File: config.mk
export PLATFORM = sky130hd
export DESIGN_NAME = gate_input_sequencer
export DESIGN_NICKNAME = d
export VERILOG_FILES = /design/src/rtl/gate_input_sequencer.sv
export SDC_FILE = /design/constraint.sdc
export NUM_CORES = 1
export LEC_CHECK = 0
export CAP_MARGIN = 40
export CORE_AREA = 2 2 127 129
export CTS_CLUSTER_DIAMETER = 50
export CTS_CLUSTER_SIZE = 8
export DETAILED_ROUTE_END_ITERATION = 8
export DIE_AREA = 0 0 129 131
export GPL_TIMING_DRIVEN = 1
export PLACE_DENSITY_LB_ADDON = 0.2
export SLEW_MARGIN = 20
export SYNTH_ARGS = -nofsm -noshare
export SYNTH_HDL_FRONTEND = slang
export SYNTH_SLANG_ARGS = --single-unit
File: constraint.sdc
create_clock -name clk -period 3.71 [get_ports clk]
set_input_delay 0.9275 -clock clk [delete_from_list [all_inputs] [get_ports clk]]
set_output_delay 0.9275 -clock clk [all_outputs]
set_load 0.02 [all_outputs]
File: src/rtl/gate_input_sequencer.sv
`default_nettype none
// ============================================================================
//  Module      : gate_input_sequencer
//  Description : Debounces two slide switches and two push buttons and drives
//                the a/b operands of a two-input gate block, either from the
//                switches (MANUAL) or by walking 00,01,10,11 in free-run
//                (AUTO_RUN) or single-step (AUTO_HOLD) mode.
//                Optional macro INPUT_SYNC_EN inserts a two-flop synchronizer
//                in front of each debouncer (+2 cycles of input latency).
//  Revision    : 1.0 - initial release
// ============================================================================
module gate_input_sequencer #(
  parameter int DEBOUNCE_CYCLES = 1000000,
  parameter int AUTO_PERIOD     = 100000000,
  parameter int CNT_W           = 27
) (
  input  logic       clk,
  input  logic       rst,
  input  logic       sw_a,
  input  logic       sw_b,
  input  logic       btn_step,
  input  logic       btn_mode,
  output logic       a,
  output logic       b,
  output logic [1:0] mode,
  output logic       new_vec
);

  localparam logic [1:0] S_MANUAL    = 2'b00;
  localparam logic [1:0] S_AUTO_RUN  = 2'b01;
  localparam logic [1:0] S_AUTO_HOLD = 2'b10;

  localparam logic [CNT_W-1:0] c_DB_LAST  = CNT_W'(DEBOUNCE_CYCLES - 1);
  localparam logic [CNT_W-1:0] c_TMR_LAST = CNT_W'(AUTO_PERIOD - 1);

  // Bit order of the packed input bundle: [3]=sw_a [2]=sw_b [1]=btn_step [0]=btn_mode
  logic [3:0] w_raw;
  logic [3:0] w_db_in;
  logic [3:0] w_db;
  assign w_raw = {sw_a, sw_b, btn_step, btn_mode};

`ifdef INPUT_SYNC_EN
  logic [3:0] r_sync1;
  logic [3:0] r_sync2;

  // Two-flop synchronizer on every raw input before debouncing
  always_ff @(posedge clk) begin
    if (rst) begin
      r_sync1 <= '0;
      r_sync2 <= '0;
    end else begin
      r_sync1 <= w_raw;
      r_sync2 <= r_sync1;
    end
  end

  assign w_db_in = r_sync2;
`else
  assign w_db_in = w_raw;
`endif

  genvar gi;
  generate
    for (gi = 0; gi < 4; gi++) begin : g_db
      logic             r_bit;
      logic [CNT_W-1:0] r_cnt;

      // Accept the input only after it has differed from the held value for
      // DEBOUNCE_CYCLES consecutive cycles; any agreeing cycle restarts the count
      always_ff @(posedge clk) begin
        if (rst) begin
          r_bit <= 1'b0;
          r_cnt <= '0;
        end else if (w_db_in[gi] == r_bit) begin
          r_cnt <= '0;
        end else if (r_cnt == c_DB_LAST) begin
          r_bit <= w_db_in[gi];
          r_cnt <= '0;
        end else begin
          r_cnt <= r_cnt + 1'b1;
        end
      end

      assign w_db[gi] = r_bit;
    end
  endgenerate

  logic [3:0] r_db_d;
  logic       w_step_p;
  logic       w_mode_p;

  // Previous debounced values for rising-edge detection of the buttons
  always_ff @(posedge clk) begin
    if (rst) begin
      r_db_d <= '0;
    end else begin
      r_db_d <= w_db;
    end
  end

  assign w_step_p = w_db[1] & ~r_db_d[1];
  assign w_mode_p = w_db[0] & ~r_db_d[0];

  logic [1:0]       r_mode;
  logic [1:0]       r_vec;
  logic [CNT_W-1:0] r_tmr;
  logic             r_new_vec;
  logic [1:0]       w_mode_nx;
  logic [1:0]       w_vec_nx;
  logic [CNT_W-1:0] w_tmr_nx;

  // Next-state logic; a mode press always takes precedence over a step or a
  // free-run terminal count landing in the same cycle
  always_comb begin
    w_mode_nx = r_mode;
    w_vec_nx  = r_vec;
    w_tmr_nx  = r_tmr;
    case (r_mode)
      S_MANUAL: begin
        if (w_mode_p) begin
          w_mode_nx = S_AUTO_RUN;
          w_vec_nx  = 2'b00;
          w_tmr_nx  = '0;
        end else begin
          w_vec_nx = {w_db[3], w_db[2]};
        end
      end
      S_AUTO_RUN: begin
        if (w_mode_p) begin
          w_mode_nx = S_AUTO_HOLD;
        end else if (r_tmr == c_TMR_LAST) begin
          w_tmr_nx = '0;
          w_vec_nx = r_vec + 2'd1;
        end else begin
          w_tmr_nx = r_tmr + 1'b1;
        end
      end
      S_AUTO_HOLD: begin
        if (w_mode_p) begin
          w_mode_nx = S_MANUAL;
        end else if (w_step_p) begin
          w_vec_nx = r_vec + 2'd1;
        end
      end
      default: begin
        w_mode_nx = S_MANUAL;
        w_vec_nx  = 2'b00;
        w_tmr_nx  = '0;
      end
    endcase
  end

  // State, operand and change-flag registers
  always_ff @(posedge clk) begin
    if (rst) begin
      r_mode    <= S_MANUAL;
      r_vec     <= 2'b00;
      r_tmr     <= '0;
      r_new_vec <= 1'b0;
    end else begin
      r_mode    <= w_mode_nx;
      r_vec     <= w_vec_nx;
      r_tmr     <= w_tmr_nx;
      r_new_vec <= (w_vec_nx != r_vec);
    end
  end

  assign a       = r_vec[1];
  assign b       = r_vec[0];
  assign mode    = r_mode;
  assign new_vec = r_new_vec;

endmodule
`default_nettype wire

# Yosys cells after proc, flatten, opt, wreduce, memory -nomap -nowiden
# Index checks and enable logic that the tools add are counted.
# W data, S select, Z words.
# totals
register_bits	146
input_bits	6
output_inout_bits	5
word_cells	69
# op_classes
n_addsub	6
eq_ne	16
muxes	14
bitwise	9
reduce_logical	11
# ops
operator	n
$add A27 B1 Y27 const B	5
$eq A27 B20 Y1 const B	4
$mux W27	3
$pmux W27 S3	1
$eq A27 B27 Y1 const B	1
$mux W2	8
$pmux W2 S3	2
$reduce_or A3 Y1	4
$ne A2 B2 Y1 const B	4
$reduce_and A2 Y1	4
$not A1 Y1	7
$reduce_and A3 Y1	2
$eq A1 B1 Y1	4
$add A2 B1 Y2 const B	1
$and A1 B1 Y1	2
$eq A2 B1 Y1 const B	1
$eq A2 B2 Y1 const B	1
$logic_not A2 Y1	1
$ne A2 B2 Y1	1

# Depth between registers and ports, before layout
# logic_depth
ltp_word	6
mapped_depth	8

# Worst setup path after synthesis
# Ideal clock, no wire load.
# synth_path
path_type	input to register
from	in rst
to	reg r_tmr[19]
arrival_time_ns	1.928
t_required_ns	3.636
path_slack_ns	1.708
path_stages	7
path_buffers	2
path_cell_list	clkbuf_8 -> nor2_1 -> nand3_1 -> a21oi_1 -> clkbuf_1 -> a31oi_1 -> a31oi_1
# synth_lines
element	line	rtl
from (decl)	18	input logic rst,
to (signal assigned)	163	r_tmr <= w_tmr_nx;
to (decl)	106	logic [CNT_W-1:0] r_tmr;

# Final worst setup path
# layout_path
from	reg r_mode[0] (netlist: mode[0])
to	out mode[0]
# layout_lines
element	line	rtl
from (decl)	104	logic [1:0] r_mode;
from (signal assigned)	161	r_mode <= w_mode_nx;
to (decl)	25	output logic [1:0] mode,
# No word-level cell between the ends.

==> impl_metrics.ini <==
[layout]
fin_area_sq_mm = 0.00780
final_nets = 808
syn2layout_area_growth_pct = 13.2
antennaDiodeCount = 0
drive_gt1_share_pct = 6.67

[synth]
yosysUniqueCellTypes = 54
netlist_instances = 789
synth_area_leader_cell = dfxtp_1
syn-cell-area_sq_mm = 0.00688
synth_seq_cells = 146
synth_edf_count = 0
yosysMostFrequentCell = nor2_1
synth-seq-area-share_pct = 42.5
synth_ff_type = dfxtp_1
synth_common_cells = nor2_1, dfxtp_1, xnor2_1
async_flop_share_pct = 0
ys_warn_count = 0
yosys.area.top_type_share_pct = 42.5
synth.net_count = 800
syn_area_per_cell_sq_um = 8.73
ys_top_cells_by_area = dfxtp_1, xnor2_1, nor2_1

[sta]
finalSetupViolCount = 0
finalMaxSlewViolations = 0
tns_ns = 0
fin_crit_ns = 2.75
fmax_mhz = 363
clock-skew-final_ns = 0.00613
max_slew_margin_pct = 44.3
hold_viol = 0
worst_pin_slew_ns = 0.830
rsz0062_at_grt = no
fin_ws_ns = 0.957
fin_crit_sh_pct = 74.2

[global_routing]
grt_overflow = 0
grt_pass1_wl_microns = 22900
grt_use_total_pct = 16.8
grt_max_degree = 28
antenna_found_initial = 0
grt_pass1_vias = 4982

[clock_tree]
clock_path_buffers = 2
cts_root_buf = clkbuf_16
clk_pin_slew_worst_paths_ns = 0.06
ctsHoldBuffers = 0
post-cts-setup-buffers = 0
cts_buffers = 17
post_cts_resized = 0
cts_tree = done
htree_levels = 4
clk-insertion-delay-late_ns = 0.42
clock-sinks = 146

[setup_path]
crit_buf_inv = 1
crit_path_cell_trace = clkdlybuf4s50_1
crit_family = buffers and inverters
start_kind = register
slowest_stage = clkdlybuf4s50_1
crit_required_ns = 2.78
crit_type = register to output port
crit_path_max_incr_delay_ns = 0.72
arrival_ns = 1.83
cp_max_fo = 15
worstSetupEndpointType = output port

[placed_design]
gp_congestion = 0.811
numPortBuffers = 10
post-place-ws_ns = 0.884
place_hpwl_microns = 9090
placed_cell_area_sq_mm = 0.00712

[power]
sw_frac_of_total_pct = 19.6
p_per_area_mw_per_mm2 = 441
leakagePower_nw = 2.53
combPwrFrac_pct = 1.5
ir_drop_uv = 323
power_frac_seq_pct = 45.8
p_int_mw = 2.77
switchingPower_mw = 0.674
clockPowerShare_pct = 52.7

[routing]
dr_total_vias = 5309
wl_per_cell_microns = 12.9
drc = 0
ant_nets = 0
routed_wirelength_microns = 13200
first_iter_violations = 347
drt_pre_antenna_iters = 4
via_per_inst = 5.18

[run]
maxCapViolCount = 0

[floorplanning]
core_sq_mm = 0.0156
io-pin-count = 11
die_w_microns = 129
die_h_microns = 131
die-area_sq_mm = 0.0169
rows = 46
start_util_pct = 44.1

[outcome]
status = complete, no violations

[hold_path]
hp-class = register to register
-- per-layer routing --
metal	share of wire, %	vias up	routed length, microns	GRT usage [%]
met5	0	-	0	0
met1	49	2487	6470	21.3
met2	47	67	6160	27.2
li1	-	2743	-	-
met3	3.4	12	456	5.05
met4	1.1	0	150	5.88
-- logic make-up (layout without fill, tap and decap cells) --
| kind of cell | count (synthesis) | after routing | share of synthesized area [%] |
|---|---|---|---|
| compound gates | 24 | 24 | 2.33 |
| xor+xnor | 128 | 128 | 16.3 |
| fa+ha+maj | 5 | 5 | 0.909 |
| buf+inv | 43 | 63 | 3.24 |
| flops | 146 | 146 | 42.5 |
| mux | 9 | 9 | 1.53 |
| simple gates | 434 | 434 | 33.3 |
-- cells in the final DEF, fill, tap and decap left out, types with 4 or more instances in the layout --
cell type	synthesis	final
nand2_1	47	47
and4_1	18	18
nor3_1	29	29
and2_1	8	8
nor4b_1	7	7
dfxtp_1	146	146
a21oi_1	7	7
clkdlybuf4s50_1	0	10
and3_1	21	21
nand3_1	53	53
mux2i_1	6	6
ha_1	5	5
nor2b_1	6	6
nor4_1	19	19
nand4_1	36	36
bufinv_16	0	4
xnor2_1	70	70
buf_8	0	4
a31oi_1	5	5
inv_1	14	14
or3_1	4	4
xor2_1	58	58
nor2_1	159	159
clkbuf_16	0	17
-- state kept, by name, summed over array words and instances (netlist names) --
signal	count
g_db.r_bit	4
g_db.r_cnt	108
mode	2
new_vec	1
r_db_d	2
r_tmr	27
r_vec	2
-- worst reg2reg max path, cell delays in order, from the launching register on --
cell,delay [ns]
dfxtp_1,0.35
or4b_1,0.53
nor4_1,0.50
or3_1,0.47
buf_8,0.22
nor2_1,0.07
-- cell type report --
cell class / count / area (sq um)
fill: 1473 / 7800
multi-input combinational: 600 / 3740
sequential: 146 / 2920
clock buffer: 22 / 474
tap: 216 / 270
timing repair buffer: 18 / 185
clock inverter: 9 / 153
inverter: 14 / 52.6
-- stage by stage --
stage | hold slack, ns | power [mW] | cells | util [%]
after global routing | 0.507 | 3.57 | 1025 | 50.0
after CTS | 0.470 | 3.49 | 1022 | 49.7
after global placement | 0.441 | 1.66 | 988 | 45.5
after detailed placement | 0.449 | 1.66 | 991 | 45.7
after floorplan | 0.426 | 1.65 | 789 | -
final | 0.467 | 3.44 | 1025 | 50.0
-- worst paths after layout --
| kind | startpoint | end | slack, ns | depth (start not counted) |
|---|---|---|---|---|
| max | mode[0] | mode[0] | 0.96 | 1 |
| min | g_db[1].r_cnt[0] | g_db[1].r_cnt[0] | 0.47 | 1 |
| max reg2reg | g_db[0].r_cnt[6] | g_db[0].r_cnt[3] | 1.46 | 5 |
| min reg2reg | g_db[1].r_cnt[0] | g_db[1].r_cnt[0] | 0.47 | 1 |
-- power by group through the flow --
stage                     Sequential, mW  Combinational (mW)  Clock (mW)
after floorplan                     1.61              0.0351           0
after global placement              1.61              0.0442           0
after detailed placement            1.61              0.0470           0
after CTS                           1.58              0.0473        1.86
after global routing                1.58              0.0574        1.94
final                               1.58              0.0518        1.81
Note: power is estimated with default switching activity, not from simulation.
